`src/rtl/apb_to_obi_pkg.sv`:
```
// Shared types and default widths for the APB-to-OBI bridge.
// Holds the FSM state encoding and the parity helper.
package apb_to_obi_pkg;

   localparam int unsigned APB_AW_DEF  = 32;
   localparam int unsigned APB_DW_DEF  = 32;
   localparam int unsigned OBI_AW_DEF  = 32;
   localparam int unsigned OBI_DW_DEF  = 32;
   localparam int unsigned OBI_IDW_DEF = 1;

   typedef enum logic [1:0] {
      ST_IDLE,
      ST_REQ,
      ST_RSP,
      ST_DONE
   } state_t;

   // An OBI parity companion is valid when it is the inverse of its signal.
   function automatic logic par_ok(input logic sig, input logic par);
      return par == ~sig;
   endfunction

endpackage

```
`src/rtl/apb_to_obi_bridge_if.sv`:
```
// Bus bundle between an APB requester and an OBI subordinate.
// The slave modport is the bridge's view, master is the environment's view.
interface apb_to_obi_bridge_if
   import apb_to_obi_pkg::*;
#(
   parameter int unsigned APB_AW  = APB_AW_DEF,
   parameter int unsigned APB_DW  = APB_DW_DEF,
   parameter int unsigned OBI_AW  = OBI_AW_DEF,
   parameter int unsigned OBI_DW  = OBI_DW_DEF,
   parameter int unsigned OBI_IDW = OBI_IDW_DEF
);

   logic [APB_AW-1:0]   APB_PADDR;
   logic                APB_PSEL;
   logic                APB_PENABLE;
   logic                APB_PWRITE;
   logic [APB_DW-1:0]   APB_PWDATA;
   logic [APB_DW/8-1:0] APB_PSTRB;
   logic [APB_DW-1:0]   APB_PRDATA;
   logic                APB_PREADY;
   logic                APB_PSLVERR;

   logic                obi_req;
   logic                obi_reqpar;
   logic [OBI_AW-1:0]   obi_addr;
   logic                obi_we;
   logic [OBI_DW/8-1:0] obi_be;
   logic [OBI_DW-1:0]   obi_wdata;
   logic [OBI_IDW-1:0]  obi_aid;
   logic                obi_rready;
   logic                obi_rreadypar;
   logic                obi_gnt;
   logic                obi_gntpar;
   logic                obi_rvalid;
   logic                obi_rvalidpar;
   logic [OBI_DW-1:0]   obi_rdata;
   logic                obi_err;
   logic [OBI_IDW-1:0]  obi_rid;

   modport slave (
      input  APB_PADDR, APB_PSEL, APB_PENABLE, APB_PWRITE, APB_PWDATA, APB_PSTRB,
      output APB_PRDATA, APB_PREADY, APB_PSLVERR,
      output obi_req, obi_reqpar, obi_addr, obi_we, obi_be, obi_wdata, obi_aid,
      output obi_rready, obi_rreadypar,
      input  obi_gnt, obi_gntpar, obi_rvalid, obi_rvalidpar, obi_rdata, obi_err, obi_rid
   );

   modport master (
      output APB_PADDR, APB_PSEL, APB_PENABLE, APB_PWRITE, APB_PWDATA, APB_PSTRB,
      input  APB_PRDATA, APB_PREADY, APB_PSLVERR,
      input  obi_req, obi_reqpar, obi_addr, obi_we, obi_be, obi_wdata, obi_aid,
      input  obi_rready, obi_rreadypar,
      output obi_gnt, obi_gntpar, obi_rvalid, obi_rvalidpar, obi_rdata, obi_err, obi_rid
   );

endinterface

```
`src/rtl/obi_par_chk.sv`:
```
// OBI handshake parity comparator; flags a bad companion bit while its check is armed.
// Only built into the bridge when APB_TO_OBI_PARCHK_EN is defined.
module obi_par_chk
   import apb_to_obi_pkg::*;
(
   input  logic gnt,
   input  logic gntpar,
   input  logic rvalid,
   input  logic rvalidpar,
   input  logic chk_gnt,
   input  logic chk_rvalid,
   output logic bad
);

   always_comb begin
      bad = (chk_gnt    && !par_ok(gnt, gntpar)) ||
            (chk_rvalid && !par_ok(rvalid, rvalidpar));
   end

endmodule

```
`src/rtl/apb_to_obi_bridge.sv`:
```
// APB completer to OBI requester bridge, one outstanding transaction at a time.
// Optional handshake parity checking is enabled with macro APB_TO_OBI_PARCHK_EN.
module apb_to_obi_bridge
   import apb_to_obi_pkg::*;
#(
   parameter int unsigned APB_AW  = APB_AW_DEF,
   parameter int unsigned APB_DW  = APB_DW_DEF,
   parameter int unsigned OBI_AW  = OBI_AW_DEF,
   parameter int unsigned OBI_DW  = OBI_DW_DEF,
   parameter int unsigned OBI_IDW = OBI_IDW_DEF
) (
   input  logic               clk,
   input  logic               reset_n,
   apb_to_obi_bridge_if.slave bus
);

   localparam int unsigned BW = OBI_DW / 8;

   state_t            state_q, state_d;
   logic [OBI_AW-1:0] addr_ext;
   logic [OBI_AW-1:0] addr_q;
   logic [OBI_DW-1:0] wdata_q;
   logic [OBI_DW-1:0] rdata_q;
   logic [BW-1:0]     be_q;
   logic              we_q;
   logic              skip_q;
   logic              err_q;
   logic              abort_q;
   logic              par_err_q;
   logic              accept;

   generate
      if (OBI_AW <= APB_AW) begin : g_addr_trunc
         assign addr_ext = bus.APB_PADDR[OBI_AW-1:0];
      end else begin : g_addr_ext
         assign addr_ext = {{(OBI_AW-APB_AW){1'b0}}, bus.APB_PADDR};
      end
   endgenerate

   assign accept = (state_q == ST_IDLE) && bus.APB_PSEL;

   always_ff @(posedge clk or negedge reset_n) begin
      if (!reset_n) state_q <= ST_IDLE;
      else          state_q <= state_d;
   end

   // Zero-strobe writes still pass through REQ (with obi_req low) so the
   // register stage is uniform; they leave REQ without touching OBI.
   always_comb begin
      state_d = state_q;
      case (state_q)
         ST_IDLE: if (bus.APB_PSEL) state_d = ST_REQ;
         ST_REQ: begin
            if (skip_q)           state_d = ST_DONE;
            else if (bus.obi_gnt) state_d = ST_RSP;
         end
         ST_RSP:  if (bus.obi_rvalid) state_d = ST_DONE;
         ST_DONE: state_d = ST_IDLE;
         default: state_d = ST_IDLE;
      endcase
   end

   always_ff @(posedge clk or negedge reset_n) begin
      if (!reset_n) begin
         addr_q  <= '0;
         wdata_q <= '0;
         rdata_q <= '0;
         be_q    <= '0;
         we_q    <= 1'b0;
         skip_q  <= 1'b0;
         err_q   <= 1'b0;
         abort_q <= 1'b0;
      end else begin
         if (accept) begin
            addr_q  <= addr_ext;
            wdata_q <= bus.APB_PWDATA;
            we_q    <= bus.APB_PWRITE;
            be_q    <= bus.APB_PWRITE ? bus.APB_PSTRB : '1;
            skip_q  <= bus.APB_PWRITE && (bus.APB_PSTRB == '0);
            rdata_q <= '0;
            err_q   <= 1'b0;
            abort_q <= 1'b0;
         end
         if (((state_q == ST_REQ) || (state_q == ST_RSP)) && !bus.APB_PSEL)
            abort_q <= 1'b1;
         if ((state_q == ST_RSP) && bus.obi_rvalid) begin
            if (!we_q) rdata_q <= bus.obi_rdata;
            err_q <= bus.obi_err;
         end
      end
   end

`ifdef APB_TO_OBI_PARCHK_EN
   logic par_bad;

   obi_par_chk u_par_chk (
      .gnt        (bus.obi_gnt),
      .gntpar     (bus.obi_gntpar),
      .rvalid     (bus.obi_rvalid),
      .rvalidpar  (bus.obi_rvalidpar),
      .chk_gnt    ((state_q == ST_REQ) && !skip_q),
      .chk_rvalid (state_q == ST_RSP),
      .bad        (par_bad)
   );

   always_ff @(posedge clk or negedge reset_n) begin
      if (!reset_n)     par_err_q <= 1'b0;
      else if (accept)  par_err_q <= 1'b0;
      else if (par_bad) par_err_q <= 1'b1;
   end

   logic unused_in;
   assign unused_in = ^{bus.APB_PENABLE, bus.APB_PADDR, bus.obi_rid};
`else
   assign par_err_q = 1'b0;

   logic unused_in;
   assign unused_in = ^{bus.APB_PENABLE, bus.APB_PADDR, bus.obi_rid,
                        bus.obi_gntpar, bus.obi_rvalidpar};
`endif

   always_comb begin
      bus.obi_req       = (state_q == ST_REQ) && !skip_q;
      bus.obi_reqpar    = !bus.obi_req;
      bus.obi_rready    = (state_q == ST_RSP);
      bus.obi_rreadypar = !bus.obi_rready;
      bus.obi_addr      = addr_q;
      bus.obi_we        = we_q;
      bus.obi_be        = be_q;
      bus.obi_wdata     = wdata_q;
      bus.obi_aid       = '0;
      bus.APB_PREADY    = (state_q == ST_DONE);
      bus.APB_PRDATA    = ((state_q == ST_DONE) && !abort_q) ? rdata_q : '0;
      bus.APB_PSLVERR   = (state_q == ST_DONE) && !abort_q && (err_q || par_err_q);
   end

endmodule

```
`src/flat_wrapper.sv`:
```
// flat-port wrapper written by rule: the top's interface ports become plain ports
module apb_to_obi_bridge_flat import apb_to_obi_pkg::*;
#(
   parameter int unsigned APB_AW  = APB_AW_DEF,
   parameter int unsigned APB_DW  = APB_DW_DEF,
   parameter int unsigned OBI_AW  = OBI_AW_DEF,
   parameter int unsigned OBI_DW  = OBI_DW_DEF,
   parameter int unsigned OBI_IDW = OBI_IDW_DEF
)
  (clk, reset_n, bus_APB_PADDR, bus_APB_PSEL, bus_APB_PENABLE, bus_APB_PWRITE, bus_APB_PWDATA, bus_APB_PSTRB, bus_APB_PRDATA, bus_APB_PREADY, bus_APB_PSLVERR, bus_obi_req, bus_obi_reqpar, bus_obi_addr, bus_obi_we, bus_obi_be, bus_obi_wdata, bus_obi_aid, bus_obi_rready, bus_obi_rreadypar, bus_obi_gnt, bus_obi_gntpar, bus_obi_rvalid, bus_obi_rvalidpar, bus_obi_rdata, bus_obi_err, bus_obi_rid);
  apb_to_obi_bridge_if #(.APB_AW(APB_AW), .APB_DW(APB_DW), .OBI_AW(OBI_AW), .OBI_DW(OBI_DW), .OBI_IDW(OBI_IDW)) bus_i ();
  input  logic clk;
  input  logic reset_n;
  input wire logic [$bits(bus_i.APB_PADDR)-1:0] bus_APB_PADDR;
  input wire logic [$bits(bus_i.APB_PSEL)-1:0] bus_APB_PSEL;
  input wire logic [$bits(bus_i.APB_PENABLE)-1:0] bus_APB_PENABLE;
  input wire logic [$bits(bus_i.APB_PWRITE)-1:0] bus_APB_PWRITE;
  input wire logic [$bits(bus_i.APB_PWDATA)-1:0] bus_APB_PWDATA;
  input wire logic [$bits(bus_i.APB_PSTRB)-1:0] bus_APB_PSTRB;
  output wire logic [$bits(bus_i.APB_PRDATA)-1:0] bus_APB_PRDATA;
  output wire logic [$bits(bus_i.APB_PREADY)-1:0] bus_APB_PREADY;
  output wire logic [$bits(bus_i.APB_PSLVERR)-1:0] bus_APB_PSLVERR;
  output wire logic [$bits(bus_i.obi_req)-1:0] bus_obi_req;
  output wire logic [$bits(bus_i.obi_reqpar)-1:0] bus_obi_reqpar;
  output wire logic [$bits(bus_i.obi_addr)-1:0] bus_obi_addr;
  output wire logic [$bits(bus_i.obi_we)-1:0] bus_obi_we;
  output wire logic [$bits(bus_i.obi_be)-1:0] bus_obi_be;
  output wire logic [$bits(bus_i.obi_wdata)-1:0] bus_obi_wdata;
  output wire logic [$bits(bus_i.obi_aid)-1:0] bus_obi_aid;
  output wire logic [$bits(bus_i.obi_rready)-1:0] bus_obi_rready;
  output wire logic [$bits(bus_i.obi_rreadypar)-1:0] bus_obi_rreadypar;
  input wire logic [$bits(bus_i.obi_gnt)-1:0] bus_obi_gnt;
  input wire logic [$bits(bus_i.obi_gntpar)-1:0] bus_obi_gntpar;
  input wire logic [$bits(bus_i.obi_rvalid)-1:0] bus_obi_rvalid;
  input wire logic [$bits(bus_i.obi_rvalidpar)-1:0] bus_obi_rvalidpar;
  input wire logic [$bits(bus_i.obi_rdata)-1:0] bus_obi_rdata;
  input wire logic [$bits(bus_i.obi_err)-1:0] bus_obi_err;
  input wire logic [$bits(bus_i.obi_rid)-1:0] bus_obi_rid;
  assign bus_i.APB_PADDR = bus_APB_PADDR;
  assign bus_i.APB_PSEL = bus_APB_PSEL;
  assign bus_i.APB_PENABLE = bus_APB_PENABLE;
  assign bus_i.APB_PWRITE = bus_APB_PWRITE;
  assign bus_i.APB_PWDATA = bus_APB_PWDATA;
  assign bus_i.APB_PSTRB = bus_APB_PSTRB;
  assign bus_APB_PRDATA = bus_i.APB_PRDATA;
  assign bus_APB_PREADY = bus_i.APB_PREADY;
  assign bus_APB_PSLVERR = bus_i.APB_PSLVERR;
  assign bus_obi_req = bus_i.obi_req;
  assign bus_obi_reqpar = bus_i.obi_reqpar;
  assign bus_obi_addr = bus_i.obi_addr;
  assign bus_obi_we = bus_i.obi_we;
  assign bus_obi_be = bus_i.obi_be;
  assign bus_obi_wdata = bus_i.obi_wdata;
  assign bus_obi_aid = bus_i.obi_aid;
  assign bus_obi_rready = bus_i.obi_rready;
  assign bus_obi_rreadypar = bus_i.obi_rreadypar;
  assign bus_i.obi_gnt = bus_obi_gnt;
  assign bus_i.obi_gntpar = bus_obi_gntpar;
  assign bus_i.obi_rvalid = bus_obi_rvalid;
  assign bus_i.obi_rvalidpar = bus_obi_rvalidpar;
  assign bus_i.obi_rdata = bus_obi_rdata;
  assign bus_i.obi_err = bus_obi_err;
  assign bus_i.obi_rid = bus_obi_rid;
  apb_to_obi_bridge #(.APB_AW(APB_AW), .APB_DW(APB_DW), .OBI_AW(OBI_AW), .OBI_DW(OBI_DW), .OBI_IDW(OBI_IDW)) u_core (.clk(clk), .reset_n(reset_n), .bus(bus_i));
endmodule
```
`config.mk`:
```
export PLATFORM = sky130hd
export DESIGN_NAME = apb_to_obi_bridge_flat
export DESIGN_NICKNAME = d
export VERILOG_FILES = /design/src/rtl/apb_to_obi_pkg.sv /design/src/rtl/apb_to_obi_bridge_if.sv /design/src/rtl/obi_par_chk.sv /design/src/rtl/apb_to_obi_bridge.sv /design/src/flat_wrapper.sv
export SDC_FILE = /design/constraint.sdc
export NUM_CORES = 1
export LEC_CHECK = 0
export CAP_MARGIN = 15
export CELL_PAD_IN_SITES_DETAIL_PLACEMENT = 0
export CELL_PAD_IN_SITES_GLOBAL_PLACEMENT = 1
export CORE_MARGIN = 3
export CORE_UTILIZATION = 32
export DETAILED_ROUTE_END_ITERATION = 7
export PLACE_DENSITY = 0.85
export SYNTH_ARGS = -nofsm -noshare
export SYNTH_HDL_FRONTEND = slang
export SYNTH_SLANG_ARGS = --single-unit
```
`constraint.sdc`:
```
create_clock -name clk -period 2.5 [get_ports clk]
set_input_delay 0.5 -clock clk [delete_from_list [all_inputs] [get_ports clk]]
set_output_delay 0.5 -clock clk [all_outputs]
set_load 0.02 [all_outputs]
```
==> results of run 1 <==
## kinds of logic (layout without fill, tap and decap cells)
kind of cell    count (synthesis)  in the layout  synth area share, %
compound gates                 45             45                 5.57
buf+inv                        27            244                 2.91
fa+ha+maj                       5              5                 1.43
flops                         106            106                 60.6
mux                            66             66                 17.0
simple gates                  116            116                 12.5
other cells                     1              1               0.0856
## layout make-up
class | count | area, sq um | area share, %
flip-flops and latches | 106 | 2650 | 37.9
repair buffers | 222 | 2230 | 31.8
multi-input cells | 233 | 1610 | 22.9
clock buffers | 12 | 246 | 3.52
well taps | 176 | 220 | 3.14
clock inverters | 4 | 27.5 | 0.393
inverters | 6 | 22.5 | 0.321
## flip-flops by register name, summed over array words and instances (netlist names)
register              cells
u_core.bus.obi_addr      32
u_core.bus.obi_wdata     32
u_core.rdata_q           32
u_core.bus.obi_be         4
u_core.state_q            2
u_core.abort_q            1
u_core.bus.obi_we         1
u_core.err_q              1
u_core.skip_q             1
## metal layers
layer / share of wire (%) / vias up / GRT usage [%]
met5: 0 / - / 0
met2: 48 / 137 / 25.2
met3: 10 / 16 / 7.59
li1: - / 1621 / -
met1: 40 / 1649 / 17.7
met4: 1.9 / 0 / 4.91
## power by group
group	switching, uW	total (uW)	internal (uW)
logic	1920	3840	1920
registers	430	3000	2570
clock network	619	1320	704
total	2970	8160	5190
## synth_stat cells, drive strengths merged
cell type and instances:
buf 17, dfrtp 106, o21ai 40, inv 6
mux2 66, conb 1, nand2 73, a21oi 1
a2bb2oi 1, ha 5, clkbuf 4, and2 33
a21o 1, o31ai 1, a22o 1, nand2b 1
nor3 1, nand3 2, nor2b 5, nor2 1
## worst max-delay path: stages, from the launching register on
cell and delay, ns:
dfrtp_1 0.41, inv_1 0.10, ha_1 0.20, nand2b_1 0.18, clkdlybuf4s50_1 0.65
## stage by stage
stage,setup WS (ns),utilization (%),cells,instance area (sq um)
5_1_grt,0.0181,52.7,759,7010
6_report,0.112,52.7,759,7010
3_5_place_dp,0.275,51.0,743,6780
4_1_cts,0.0944,52.7,759,7010
2_1_floorplan,0.593,-,366,4380
3_3_place_gp,0.284,51.0,743,6780
## worst max path at each step
stage / start / endpoint / slack [ns] / cells after the start
3_3_place_gp: u_core.state_q[1] / bus_APB_PRDATA[0] / 0.28 / 5
6_report: u_core.state_q[1] / bus_obi_reqpar / 0.11 / 4
2_1_floorplan: u_core.state_q[1] / bus_APB_PRDATA[10] / 0.59 / 4
5_1_grt: u_core.state_q[1] / bus_obi_reqpar / 0.02 / 4
4_1_cts: u_core.state_q[1] / bus_obi_reqpar / 0.09 / 4
3_5_place_dp: u_core.state_q[1] / bus_APB_PRDATA[0] / 0.28 / 5
==> flow_summary.yaml, run 1 <==
sta:
  rsz0062_at_grt: "no"
  hold_viol_final: 0
  fin_crit_sh_pct: 95.5
  relSlewSlack_pct: 60.6
  setup_viol: 0
  tns_ns: 0
  max_freq_ghz: 0.419
  timing.hold.ws_ns: 0.192
  final_max_slew_viol_count: 0
  fin_crit_ns: 2.39
  worstMarginPinSlew_ns: 0.591
  clock-skew-final_ns: 0.00521
cts:
  cts_tree: "yes"
  numCtsBuffers: 9
  clock_sinks: 106
  clk_pin_slew_ns: 0.07
  cts_hold_buf: 0
  postCtsSetupBuffers: 0
  htree_levels: 3
  clockBufferDepth: 2
  ctsResizeCount: 33
  root_buffer: "clkbuf_16"
  insertion_delay_ns: 0.35
die:
  rows: 42
  die_w_um: 123
  chipHeight_um: 123
  die_area_sq_mm: 0.0151
  core_sq_mm: 0.0133
  start_util_pct: 32.9
  ios: 219
synth:
  syn-instance-count: 366
  avgSynthCellArea_sq_um: 12.0
  ys_ff_latch: 106
  synth.largest_area_cell: "dfrtp_1"
  synthDistinctLibCells: 25
  synth_area_sq_mm: 0.00438
  synth_fp_nets: 482
  synth_area_leaders: "dfrtp_1 61%, mux2_1 17%, nand2_1 6.2%, and2_1 4.7%, o21ai_1 4.5%"
  synth_warnings: 0
  synth_top_area_share_pct: 60.6
  synth-seq-area-share_pct: 60.6
final_layout:
  insertedDiodeCount: 0
  layout-drive-gt1-share_pct: 4.97
  area_growth_syn_to_layout_pct: 60.0
  fin_nets: 694
  nFillCells: 1184
  final_cell_mix: "179 x clkdlybuf4s50_1, 106 x dfrtp_1, 72 x nand2_1"
  final_common_cell: "clkdlybuf4s50_1"
setup_path:
  critPathArrivalTime_ns: 1.89
  cp_max_fo: 5
  r2r_start: "u_core.state_q[0]"
  reg2reg_depth: 5
  reg2reg_setup_slack_ns: 0.71
  startpoint_type: "register"
  critPathCaptureType: "output port"
  worstPathRequired_ns: 2.00
  worstReg2RegEnd: "u_core.bus.obi_addr[18]"
  crit_type: "reg -> out"
routing:
  viasPerCell: 4.51
  drt_wl_total_mm: 11.3
  drtAntennaViolNets: 0
  via_count: 3423
  post-route-drc-count: 0
  drt_iter0_markers: 149
  firstDrtPassIters: 4
  routedWlPerCell_um: 14.9
global_routing:
  antenna_found_initial: 0
  overflow: 0
  grt.total_usage_pct: 15.4
  grt_pass1_vias: 3718
  grt_pass1_wl_mm: 18.1
  grt_max_degree: 107
place:
  io_buffers: 213
  gp_congestion: 0.734
  dp.final_hpwl_mm: 8.27
power_and_ir_drop:
  power.total_uw: 8160
  ir_drop_v: 0.000703
  power_density_mw_per_mm2: 1160
  p_leak_uw: 0.00314
run_status:
  outcome: "complete, no violations"
flow_run:
  drv_cap: 0
worst_hold_path:
  min_path_type: "in -> async"
No activity file was read; power rests on OpenSTA's default activity.
==> run 2, diff against run 1 <==
Settings changed: SKIP_CTS_REPAIR_TIMING from default to 1.
==> flow_summary.yaml, run 2 (same netlist as run 1, synthesis figures left out) <==
final_layout:
  final_common_cell: "clkdlybuf4s50_1"
  final_cell_mix: "179 x clkdlybuf4s50_1, 106 x dfrtp_1, 72 x nand2_1"
  fin_nets: 694
  layout-drive-gt1-share_pct: 4.97
  insertedDiodeCount: 0
  area_growth_syn_to_layout_pct: 62.8
  fin_area_sq_mm: 0.00713
setup_path:
  reg2reg_depth: 5
  critPathArrivalTime_ns: 1.89
  worstReg2RegEnd: "u_core.bus.obi_addr[18]"
  crit_type: "reg -> out"
  critPathCaptureType: "output port"
  cp_max_fo: 5
  startpoint_type: "register"
  worstPathRequired_ns: 2.00
  critical_path.max_stage_delay_ns: 0.65
  slowest_stage: "clkdlybuf4s50_1"
  crit_chain: "inv_1, ha_1, nand2b_1, clkdlybuf4s50_1"
  r2r_start: "u_core.state_q[0]"
  reg2reg_setup_slack_ns: 0.71
global_routing:
  antenna_found_initial: 0
  grt_pass1_wl_mm: 18.1
  grt.total_usage_pct: 15.4
  grt_max_degree: 107
  overflow: 0
  grt_pass1_vias: 3722
routing:
  post-route-drc-count: 0
  viasPerCell: 4.50
  firstDrtPassIters: 4
  routedWlPerCell_um: 15.0
  via_count: 3413
  drt_wl_total_mm: 11.4
  drt_iter0_markers: 146
  drtAntennaViolNets: 0
power_and_ir_drop:
  power.total_uw: 8180
  power_switching_uw: 2970
  ir_drop_v: 0.000703
  p_sw_share_pct: 36.3
  pwr-share-seq_pct: 36.7
  power_density_mw_per_mm2: 1150
  p_int_uw: 5210
  p_leak_uw: 0.00359
  combPwrFrac_pct: 47.2
  power_frac_clock_pct: 16.2
die:
  start_util_pct: 32.9
  die_area_sq_mm: 0.0151
  rows: 42
  die_w_um: 123
  chipHeight_um: 123
  core_sq_mm: 0.0133
  ios: 219
sta:
  relSlewSlack_pct: 60.5
  final_max_slew_viol_count: 0
  rsz0062_at_grt: "no"
  max_freq_ghz: 0.419
  clock-skew-final_ns: 0.00521
  fin_crit_ns: 2.39
  fin_crit_sh_pct: 95.4
  hold_viol_final: 0
  worstMarginPinSlew_ns: 0.592
  setup_viol: 0
worst_hold_path:
  min_path_type: "in -> async"
cts:
  insertion_delay_ns: 0.35
  clk_pin_slew_ns: 0.07
  cts_tree: "yes"
  clockBufferDepth: 2
  numCtsBuffers: 9
  htree_levels: 3
  root_buffer: "clkbuf_16"
  clock_sinks: 106
place:
  place_area_sq_mm: 0.00678
  io_buffers: 213
  dp.final_hpwl_mm: 8.27
  gp_congestion: 0.734
run_status:
  outcome: "complete, no violations"
flow_run:
  drv_cap: 0
-- run 2: cell count changes in the layout (fill, tap and decap cells not counted), sizes merged --
cell	delta
dlygate4sd2	-33
dlymetal6s2s	+33
-- run 2: how the worst max path moves through the flow --
| stage | start | to | slack (ns) | cells after the start |
|---|---|---|---|---|
| 2_1_floorplan | u_core.state_q[1] | bus_APB_PRDATA[10] | 0.59 | 4 |
| 3_3_place_gp | u_core.state_q[1] | bus_APB_PRDATA[0] | 0.28 | 5 |
| 3_5_place_dp | u_core.state_q[1] | bus_APB_PRDATA[0] | 0.28 | 5 |
| 4_1_cts | u_core.state_q[1] | bus_APB_PRDATA[0] | -0.12 | 5 |
| 5_1_grt | u_core.state_q[1] | bus_obi_reqpar | 0.02 | 4 |
| 6_report | u_core.state_q[1] | bus_obi_reqpar | 0.11 | 4 |
-- run 2: power by group through the flow --
stage | Sequential, uW | Combinational (uW) | Clock, uW
2_1_floorplan | 3680 | 1280 | 0
3_3_place_gp | 2980 | 3840 | 0
3_5_place_dp | 3040 | 3920 | 0
4_1_cts | 3010 | 3930 | 1380
5_1_grt | 3120 | 4170 | 1450
6_report | 3000 | 3860 | 1320
-- run 2: layer usage --
| layer | global-route usage, % | part of all wire [%] |
|---|---|---|
| met5 | 0 | 0 |
| met4 | 4.91 | 1.7 |
| met3 | 7.64 | 10 |
| met2 | 25.2 | 48 |
| met1 | 17.6 | 40 |
-- run 2: per-stage QoR --
stage | hold WS [ns] | utilization [%] | TNS, ns | instances | worst slack (ns)
3_5_place_dp | 0.480 | 51.0 | 0 | 743 | 0.275
4_1_cts | 0.248 | 53.0 | -2.61 | 759 | -0.116
3_3_place_gp | 0.473 | 51.0 | 0 | 743 | 0.284
6_report | 0.191 | 53.6 | 0 | 759 | 0.115
2_1_floorplan | 0.204 | - | 0 | 366 | 0.593
5_1_grt | 0.248 | 53.6 | 0 | 759 | 0.0181
-- run 2: critical path, delay by kind of cell, from the launching register on --
kind	cells	cell delay, ns
simple gates	1	0.17
buf+inv	2	0.76
fa+ha+maj	1	0.20
flops	1	0.41
-- run 2: cell type report --
type | instances | area, sq um
well taps | 176 | 220
inverters | 6 | 22.5
repair buffers | 222 | 2350
flip-flops and latches | 106 | 2650
clock buffers | 12 | 246
multi-input cells | 233 | 1610
fillers | 1148 | 6160
clock inverters | 4 | 27.5
